<file path="config.mk">
export PLATFORM = sky130hd
export DESIGN_NAME = gbdt_node_mem_arb
export DESIGN_NICKNAME = d
export VERILOG_FILES = /design/src/rtl/gbdt_node_mem_arb.sv
export SDC_FILE = /design/constraint.sdc
export NUM_CORES = 1
export LEC_CHECK = 0
export BUFFER_PORTS_ARGS = -buffer_cell sky130_fd_sc_hd__clkbuf_2
export CAP_MARGIN = 15
export CORE_MARGIN = 2
export CORE_UTILIZATION = 40
export DETAILED_ROUTE_END_ITERATION = 7
export GPL_TIMING_DRIVEN = 0
export PLACE_DENSITY = 0.76
export SYNTH_ARGS = -nofsm -noshare
export SYNTH_HDL_FRONTEND = slang
export SYNTH_SLANG_ARGS = --single-unit
</file>
<file path="constraint.sdc">
create_clock -name i_gbdt_clk -period 4.9 [get_ports i_gbdt_clk]
set_input_delay 0.49 -clock i_gbdt_clk [delete_from_list [all_inputs] [get_ports i_gbdt_clk]]
set_output_delay 0.49 -clock i_gbdt_clk [all_outputs]
set_load 0.1 [all_outputs]
</file>
<file path="src/rtl/gbdt_node_mem_arb.sv">
// Round-robin arbiter that shares the single-port tree-node SRAM among the tree-walk
// engines. A fixed-latency tag pipeline routes each read word back to the engine that issued it.
module gbdt_node_mem_arb #(
  parameter int NUM_REQ = 8,
  parameter int ADDR_W  = 12,
  parameter int DATA_W  = 32,
  parameter int RD_LAT  = 2
) (
  input  logic                      i_gbdt_clk,
  input  logic                      i_gbdt_rst,
  input  logic                      i_enable,
  input  logic [NUM_REQ-1:0]        i_req,
  input  logic [NUM_REQ*ADDR_W-1:0] i_req_addr,
  output logic [NUM_REQ-1:0]        o_gnt,
  output logic                      o_mem_cs,
  output logic                      o_mem_oe,
  output logic [ADDR_W-1:0]         o_mem_addr,
  input  logic [DATA_W-1:0]         i_mem_rdata,
  output logic [NUM_REQ-1:0]        o_rsp_valid,
  output logic [DATA_W-1:0]         o_rsp_data,
  output logic                      o_busy
);
  localparam int                 IDX_W   = $clog2(NUM_REQ);
  localparam logic [IDX_W-1:0]   IDX_ONE = IDX_W'(1);
  localparam logic [NUM_REQ-1:0] GNT_ONE = NUM_REQ'(1);

  logic [IDX_W-1:0]   r_ptr;
  logic [RD_LAT-1:0]  r_tag_vld;
  logic [NUM_REQ-1:0] r_tag_id [RD_LAT];

  logic               w_grant;
  logic               w_found;
  logic               w_hit;
  logic [IDX_W-1:0]   w_idx;
  logic [IDX_W-1:0]   w_winner;

  // Rotating scan from the priority pointer; the index wraps because NUM_REQ is a power of 2.
  always_comb begin
    w_found  = 1'b0;
    w_hit    = 1'b0;
    w_idx    = '0;
    w_winner = '0;
    for (int k = 0; k < NUM_REQ; k++) begin
      w_idx    = r_ptr + IDX_W'(k);
      w_hit    = i_req[w_idx] & ~w_found;
      w_winner = w_hit ? w_idx : w_winner;
      w_found  = w_found | w_hit;
    end
  end

  assign w_grant     = ~i_gbdt_rst & i_enable & (|i_req);
  assign o_gnt       = w_grant ? (GNT_ONE << w_winner) : '0;
  assign o_mem_cs    = w_grant;
  assign o_mem_oe    = w_grant;
  assign o_mem_addr  = w_grant ? i_req_addr[int'(w_winner) * ADDR_W +: ADDR_W] : '0;
  assign o_rsp_valid = (~i_gbdt_rst & r_tag_vld[RD_LAT-1]) ? r_tag_id[RD_LAT-1] : '0;
  assign o_rsp_data  = i_mem_rdata;
  assign o_busy      = ~i_gbdt_rst & ((|r_tag_vld) | (i_enable & (|i_req)));

  // Priority pointer moves one past each winner so the winner becomes lowest priority.
  always_ff @(posedge i_gbdt_clk) begin
    if (i_gbdt_rst) begin
      r_ptr <= '0;
    end else if (w_grant) begin
      r_ptr <= w_winner + IDX_ONE;
    end else begin
      r_ptr <= r_ptr;
    end
  end

  // Tag pipeline tracks {valid, one-hot owner}, aligned with the SRAM read latency.
  always_ff @(posedge i_gbdt_clk) begin
    if (i_gbdt_rst) begin
      r_tag_vld <= '0;
      for (int s = 0; s < RD_LAT; s++) begin
        r_tag_id[s] <= '0;
      end
    end else begin
      r_tag_vld[0] <= w_grant;
      r_tag_id[0]  <= o_gnt;
      for (int s = 1; s < RD_LAT; s++) begin
        r_tag_vld[s] <= r_tag_vld[s-1];
        r_tag_id[s]  <= r_tag_id[s-1];
      end
    end
  end
endmodule

</file>
==> impl_metrics.toml, run 1 <==
[power_and_ir_drop]
p_per_area_nw_per_um2 = 689.4
pwr-share-comb_pct = 89.7
power_mw = 3.015
p_seq_share_pct = 6.8
intPower_mw = 1.389
ir_worst_vdd_uv = 699.6
swShare_pct = 53.92
power.leakage_nw = 2.075
p_switching_mw = 1.626
clkPwrFrac_pct = 3.5

[detailed_routing]
wirelength_um = 9658
drt_pass1_iterations = 4
viasPerCell = 5.174
postRouteAntennaNets = 0
dr_total_vias = 3146
route.detailed.drc = 0
drt_iter0_drc = 213
wire_per_inst_um = 15.88

[yosys]
yosysWarningCount = 0
netlist.top_cell.by_area = "mux2i_1"
yosys_register_bits = 21
syn-cell-area_sq_um = 3123
synth.distinct_cells = 49
synth-edff-count = 0
ys_seq_area_share_pct = 13.46
syn_avg_cell_area_sq_um = 9.669
synthesis.nets = 470
syn_inst = 323
async_reset_ff_share_pct = 0
ys_top_cells_by_area = "mux2i_1, dfxtp_1, mux2_2, mux4_2, buf_4"
synth_top_area_share_pct = 21.79
ys.flop_type = "dfxtp_1"

[min_path]
hp-class = "register to register"

[final_layout]
finalNetCount = 654
regArea_sq_um = 420.4
synthToLayoutAreaGrowth_pct = 40.06
num_antenna_cells = 0
fillers = 708
multi_input_area_sq_um = 2267
drive_above_1_share_pct = 58.50

[floorplanning]
rows = 32
start_util_pct = 40.84
die_h_um = 92.36
core_area_sq_um = 7647
die_w_um = 92.36
pin_count = 202
dieArea_sq_um = 8530

[setup_path]
cp-start-kind = "register"
cp-end-kind = "output pin"
worst-setup-path-type = "register to output pin"
crit_fanout = 10
crit_arrival_ps = 4250
worstPathRequired_ps = 4410

[clock_network]
cts_buffers = 3
insertion_delay_ps = 250
htree_num_levels = 1
cts_tree = "built"
clk_path_buf_depth = 2
clk_pin_slew_ps = 70
cts_num_sinks = 21
clockRootBuffer = "clkbuf_8"

[place]
gp_congestion = 0.9207
pre_cts_slack_ps = 41.05
io_buffers = 169
dp_hpwl_um = 7738

[global_routing]
grt_max_degree = 12
antenna_found_initial = 0
grt_use_total_pct = 20.80
grt_pass1_wl_um = 14390
grt_pass1_vias = 3128
grt_overflow = 0

[timing]
finClkSkew_ps = 2.488
finalCritPeriodShare_pct = 96.70
fin_ws_ps = 161.9
drv_slew = 0
max_freq_mhz = 211.1
worst_slew_pin_slew_ps = 570.3
timing.hold.ws_ps = 440.5
maxSlewHeadroom_pct = 61.71
final.min_clock_period_ps = 4738
setup_tns_ps = 0
setup_viol = 0
hold_viol_final = 0

[job]
cap_violations = 0

[run_status]
status = "complete, no violations"
[flip-flops by register name, summed over array words and instances, names as in the netlist]
register   cells
r_tag_id      16
r_tag_vld      2
r_ptr          3
[cell usage in the layout, fill, tap and decap left out, types with 2 or more instances in the layout]
cell type / instances
xor2_1: 2
buf_4: 49
and3_1: 12
buf_8: 3
mux4_2: 13
nor4_1: 3
clkbuf_1: 7
o221ai_1: 2
nor2b_1: 10
a221oi_1: 2
a21oi_1: 8
mux2_1: 3
xnor2_1: 2
clkbuf_2: 150
clkbuf_8: 9
buf_12: 3
mux2i_1: 68
o22ai_1: 2
and2_1: 12
a31oi_1: 2
dfxtp_1: 21
inv_1: 6
ha_1: 8
nor2_1: 9
clkbuf_4: 8
a21boi_1: 2
mux2_2: 28
o22ai_2: 12
a22oi_1: 2
nand2b_1: 3
nand2_1: 10
buf_6: 7
buf_2: 4
nand3_1: 4
[power groups by stage]
| stage | Clock [mW] | Combinational, mW | Sequential [mW] |
|---|---|---|---|
| 5_1_grt | 0.115 | 2.84 | 0.210 |
| 6_report | 0.106 | 2.70 | 0.206 |
| 4_1_cts | 0.109 | 2.53 | 0.206 |
| 2_1_floorplan | 0 | 2.04 | 0.207 |
| 3_5_place_dp | 0 | 2.45 | 0.210 |
| 3_3_place_gp | 0 | 2.43 | 0.210 |
[metal layers]
layer	wire, um	share of wire (%)	vias up	global-route usage [%]
met1	3520	36	1438	22.72
li1	-	-	1530	-
met4	244	2.5	0	7.960
met2	5210	54	158	40.51
met3	684	7.1	20	2.360
met5	0	0	-	0
[worst paths after layout]
path	from	to	slack [ps]	cells past startpoint
worst min-delay path	r_tag_id[0][2]	r_tag_id[0][10]	440	1
worst max-delay path	r_ptr[1]	o_mem_addr[2]	160	15
worst min register to register	r_tag_id[0][2]	r_tag_id[0][10]	440	1
worst max register to register	r_ptr[1]	r_ptr[2]	980	16
[synthesized netlist by cell type, drive strengths merged (4+ instances only)]
master / instances
a21oi: 9
and2: 12
and3: 12
buf: 51
clkbuf: 7
dfxtp: 21
ha: 8
inv: 7
mux2: 32
mux2i: 68
mux4: 13
nand2: 10
nand3: 4
nor2: 9
nor2b: 10
o22ai: 14
[cell families (layout without fill, tap and decap cells)]
family / Yosys count / in the layout / synth area share, %
AO/OA/AOI/OAI: 43 / 44 / 11.90
XOR/XNOR: 4 / 4 / 1.122
adder cells (fa/ha/maj): 8 / 8 / 3.205
buffers and inverters: 65 / 247 / 15.02
flip-flops: 21 / 21 / 13.46
multiplexers: 113 / 113 / 42.83
AND/OR/NAND/NOR: 69 / 69 / 12.46
[stage by stage]
step / std cells / utilization [%] / instance area [sq um]
finish: 608 / 57.20 / 4374
global route: 608 / 57.20 / 4374
CTS: 598 / 55.60 / 4252
detailed placement: 594 / 53.81 / 4115
global placement: 594 / 53.81 / 4115
floorplan: 323 / - / 3142
[cell type report]
class                      instances  share of cell area (%)
clock buffer                       4                   1.030
sequential                        21                   9.611
inverter                           7                  0.6007
tap                              102                   2.918
buffer                            58                   10.44
multi-input combinational        238                   51.83
timing repair buffer             178                   23.57
[what timing repair did]
| action | in CTS | in global routing |
|---|---|---|
| cloned | 0 | 1 |
| gates resized for setup | 25 | 29 |
| pin swaps | 0 | 1 |
| hold buffers | 0 | 0 |
| buffers inserted | 0 | 9 |
| endpoints found under the setup margin | 20 | 20 |
[critical path, stage by stage (launching register included)]
cell and delay [ps]:
dfxtp_1 330, clkbuf_4 210, buf_4 220, inv_1 110
ha_1 290, buf_6 160, mux2i_1 160, mux4_2 490
a211oi_1 420, nand2b_1 230, nor4b_1 70, o22ai_1 330
nand2_1 210, clkbuf_2 310, o22ai_2 180, clkbuf_8 270
No activity file was read; power rests on OpenSTA's default activity.
==> inputs of run 2 (changes only) <==
--- a/constraint.sdc
+++ b/constraint.sdc
@@ -3,2 +3,2 @@
 set_output_delay 0.49 -clock i_gbdt_clk [all_outputs]
-set_load 0.1 [all_outputs]
+set_load 0.05 [all_outputs]
==> run 2 against run 1 <==
Combinational power down 16%. Maximum frequency grew 0.78%. Die area unchanged. Global-route usage up 0.63 points. Non-clock buffer count fell by 4. Hold slack got worse by 4.5 ps. Via count fell by 1.7%. Clock skew fell by 0.56 ps.
==> impl_metrics.toml, run 2 (same netlist as run 1, synthesis figures left out) <==
[run_status]
status = "complete, no violations"

[setup_path]
critPathSlowestCell = "mux4_2"
cpMostUsedCell = "buf_6"
crit_fanout = 10
cp-start-kind = "register"
cp_top_family = "buffers and inverters"
crit_arrival_ps = 4210
slowest_delay_ps = 510
worstPathRequired_ps = 4410
worst-setup-path-type = "register to output pin"
crit_chain = "buf_2, inv_1, ha_1, buf_6, buf_12, mux2_1, mux4_2, o21ai_1, nand4_1, o21ai_2, buf_6, buf_8, mux2i_1, mux2_2, o22ai_2, clkbuf_4"
cp_num_buf_inv = 7
cp-end-kind = "output pin"

[final_layout]
reg_top3 = "r_tag_id (16), r_ptr (3), r_tag_vld (2)"
largest_reg_flops = 16
synthToLayoutAreaGrowth_pct = 35.66
regArea_sq_um = 420.4
num_antenna_cells = 0
drive_above_1_share_pct = 57.68
regMostFlops = "r_tag_id"
multi_input_area_sq_um = 2246
stdcell_count = 603
final_common_cell = "clkbuf_2"
finalNetCount = 649
post-route-util_pct = 55.40
fillers = 684
final_area_sq_um = 4237
layout_common_cells = "clkbuf_2, mux2i_1, buf_4, mux2_2, dfxtp_1"

[clock_network]
cts_hold_buf = 0
cts_buffers = 3
htree_num_levels = 1
clk_path_buf_depth = 2
insertion_delay_ps = 250
clk_pin_slew_ps = 70
cts_tree = "built"
clockRootBuffer = "clkbuf_8"
cts_num_sinks = 21

[power_and_ir_drop]
p_per_area_nw_per_um2 = 610.9
power.leakage_nw = 2.029
power_mw = 2.588
ir_worst_vdd_uv = 344.8

[floorplanning]
core_area_sq_um = 7647
start_util_pct = 40.84
rows = 32
dieArea_sq_um = 8530
die_h_um = 92.36
die_w_um = 92.36
pin_count = 202

[timing]
maxSlewHeadroom_pct = 61.22
drv_slew = 0
finalCritPeriodShare_pct = 95.94
worst_slew_pin_slew_ps = 577.5
timing.hold.ws_ps = 436.0
hold_viol_final = 0
rsz0062_at_grt = "no"
max_freq_mhz = 212.7
final.min_clock_period_ps = 4701
setup_tns_ps = 0
setup_viol = 0
fin_ws_ps = 198.7
finClkSkew_ps = 1.932

[detailed_routing]
viasPerCell = 5.128
wirelength_um = 9650
postRouteAntennaNets = 0
dr_total_vias = 3092
route.detailed.drc = 0
drt_iter0_drc = 106
wire_per_inst_um = 16.00
drt_pass1_iterations = 4

[place]
pre_cts_slack_ps = 160.6
dp_hpwl_um = 7984
io_buffers = 169
placedCellCount = 594
gp_congestion = 0.9706
place_area_sq_um = 4096

[global_routing]
grt_max_degree = 12
grt_use_total_pct = 21.43
grt_pass1_wl_um = 14700
grt_overflow = 0
grt_pass1_vias = 2931
antenna_found_initial = 0

[job]
cap_violations = 0

[min_path]
hp-class = "register to register"
[run 2: changes by cell type in the layout (fill, tap and decap cells not counted)]
cell      change
buf_12        +1
buf_4         -4
clkbuf_2     +10
clkbuf_8      -6
clkbuf_4      -4
buf_6         -3
buf_8         -2
a21oi_2       -1
o22ai_1       +2
o22ai_2       -2
buf_2         +4
[run 2: layer usage]
layer	global-route usage (%)	up-vias	part of all wire, %	wire [um]
li1	-	1528	-	-
met1	27.31	1399	39	3762
met2	36.80	153	51	4899
met3	3.987	12	8.6	831
met4	6.343	0	1.6	157
met5	0	-	0	0
[run 2: worst register-to-register path, cell delays in order, from the launching register on]
cell	delay (ps)
dfxtp_1	340
buf_2	280
inv_1	200
ha_1	330
buf_6	160
buf_12	150
mux2_1	330
mux4_2	510
o211ai_1	230
o32ai_2	120
a21oi_4	180
buf_4	230
ha_1	190
ha_1	230
mux2i_1	130
nor2_1	50
[run 2: cell type report]
| cell class | count | share of cell area [%] |
|---|---|---|
| Inverter | 7 | 0.6202 |
| Multi-Input combinational cell | 237 | 53.01 |
| Sequential cell | 21 | 9.923 |
| Tap cell | 102 | 3.012 |
| Timing Repair Buffer | 174 | 21.68 |
| Buffer | 58 | 10.69 |
| Clock buffer | 4 | 1.063 |
[run 2: power breakdown]
part,internal (mW),switching [mW],leakage [nW],total (mW)
logic,1.04,1.23,1.84,2.27
registers,0.197,0.00882,0.171,0.206
clock network,0.0578,0.0508,0.0228,0.109
[run 2: final timing paths]
kind	depth (start not counted)	endpoint	slack, ps	start
setup / recovery	16	o_mem_addr[3]	200	r_ptr[0]
hold / removal	1	r_tag_id[0][10]	440	r_tag_id[0][2]
setup reg to reg	15	r_ptr[2]	1110	r_ptr[0]
hold reg to reg	1	r_tag_id[0][10]	440	r_tag_id[0][2]
[run 2: timing repair]
item                                    in CTS  in global routing
resized for setup                            3                 27
setup buffers                                2                  3
endpoints found under the setup margin      14                 12
==> inputs of run 3 (changes only) <==
CORE_ASPECT_RATIO = 1.75   (was not set)
clock period = 5.4 ns   (was 4.9 ns; I/O delays follow)
==> run 3 against run 2 <==
Die area grew 0.33%. Sequential share of layout area increased by 0.19 points. Wire length is 0.54% lower. Largest cell class unchanged. Flip-flop and latch count stayed put. Largest power group unchanged. Clock skew fell by 0.64 ps. Combinational power decreased by 14%.
==> impl_metrics.toml, run 3 (same netlist as run 1, synthesis figures left out) <==
[run_status]
status = "complete, no violations"

[timing]
hold_viol_final = 0
rsz0062_at_grt = "no"
setup_viol = 0
maxSlewHeadroom_pct = 53.57
finalCritPeriodShare_pct = 93.56
setup_tns_ps = 0
drv_slew = 0
worst_slew_pin_slew_ps = 696.5
timing.hold.ws_ps = 433.2
finClkSkew_ps = 1.289
max_freq_mhz = 197.9
final.min_clock_period_ps = 5052

[global_routing]
grt_max_degree = 13
antenna_found_initial = 0
grt_overflow = 0
grt_use_total_pct = 21.46
grt_pass1_wl_um = 14960
grt_pass1_vias = 3230

[clock_network]
cts.repair.resized = 0
cts_setup_buffers = 0
cts_hold_buf = 0
insertion_delay_ps = 250
cts_num_sinks = 21
clk_path_buf_depth = 2
cts_tree = "built"
htree_num_levels = 1
cts_buffers = 3
clockRootBuffer = "clkbuf_16"
clk_pin_slew_ps = 50

[floorplanning]
dieArea_sq_um = 8558
pin_count = 202
rows = 42
core_area_sq_um = 7567
start_util_pct = 41.27
die_w_um = 70.80
die_h_um = 120.9

[power_and_ir_drop]
ir_worst_vdd_uv = 293.8
p_per_area_nw_per_um2 = 553.2
power.leakage_nw = 2.005

[min_path]
hp-class = "register to register"

[final_layout]
regMostFlops = "r_tag_id"
drive_above_1_share_pct = 56.85
synthToLayoutAreaGrowth_pct = 33.17
final_area_sq_um = 4159
reg_top3 = "r_tag_id (16), r_ptr (3), r_tag_vld (2)"
post-route-util_pct = 54.96
final_common_cell = "clkbuf_2"
largest_reg_flops = 16
num_antenna_cells = 0
layout_common_cells = "clkbuf_2, mux2i_1, buf_4, mux2_2, dfxtp_1"
fillers = 705
finalNetCount = 644

[place]
place_area_sq_um = 4079
gp_congestion = 0.9176
dp_hpwl_um = 8269
io_buffers = 169

[setup_path]
crit_fanout = 10
worstPathRequired_ps = 4860
cp-start-kind = "register"
worst-setup-path-type = "register to output pin"
crit_arrival_ps = 4510
cp-end-kind = "output pin"

[detailed_routing]
wirelength_um = 9598
dr_total_vias = 3170
drt_iter0_drc = 95
route.detailed.drc = 0
drt_pass1_iterations = 4
wire_per_inst_um = 16.43
postRouteAntennaNets = 0
viasPerCell = 5.428

[job]
cap_violations = 0
run 3: worst paths after layout:
path | startpoint | endpoint | slack, ps | depth (start not counted)
max | r_ptr[1] | o_mem_addr[8] | 350 | 15
min | r_tag_id[0][1] | r_tag_id[0][9] | 430 | 1
max reg2reg | r_ptr[1] | r_ptr[2] | 1310 | 16
min reg2reg | r_tag_id[0][1] | r_tag_id[0][9] | 430 | 1
run 3: final cells by class:
cell class | count | area, sq um | share of cell area (%)
clock buffers | 3 | 75.07 | 1.805
multi-input cells | 237 | 2233 | 53.70
well taps | 88 | 110.1 | 2.647
plain buffers | 58 | 442.9 | 10.65
flip-flops and latches | 21 | 420.4 | 10.11
clock inverters | 1 | 5.005 | 0.1203
inverters | 7 | 26.28 | 0.6318
repair buffers | 169 | 845.8 | 20.34
run 3: metal layers:
metal / share of wire, % / wire, um / track usage, % / vias to the layer above
li1: - / - / - / 1507
met1: 34 / 3282 / 22.62 / 1448
met2: 56 / 5332 / 43.63 / 198
met3: 8.4 / 810 / 2.159 / 17
met4: 1.8 / 172 / 5.307 / 0
met5: 0 / 0 / 0 / -
run 3: through the flow:
step | std cells | power, mW | setup WS (ps)
detailed placement | 580 | 2.145 | 580.7
floorplan | 323 | 1.756 | 877.1
global route | 584 | 2.436 | 101.3
CTS | 584 | 2.301 | 317.7
finish | 584 | 2.301 | 347.9
global placement | 580 | 2.119 | 598.4
run 3: worst max-delay path, stage by stage, from the launching register on:
cell	delay, ps
dfxtp_1	330
buf_2	220
buf_4	220
inv_1	110
ha_1	300
buf_6	160
buf_12	150
mux2_1	320
mux4_2	520
o211ai_1	230
o32ai_2	120
a21oi_4	320
buf_2	340
mux2_2	380
o22ai_2	210
clkbuf_2	330
run 3: where the power goes:
part           switching, mW  internal [mW]  total (mW)  leakage, nW
sequential           0.00829          0.179       0.187        0.171
clock                 0.0524         0.0992       0.152       0.0409
combinational           1.11          0.855        1.96         1.79
total                   1.17           1.13        2.30         2.01
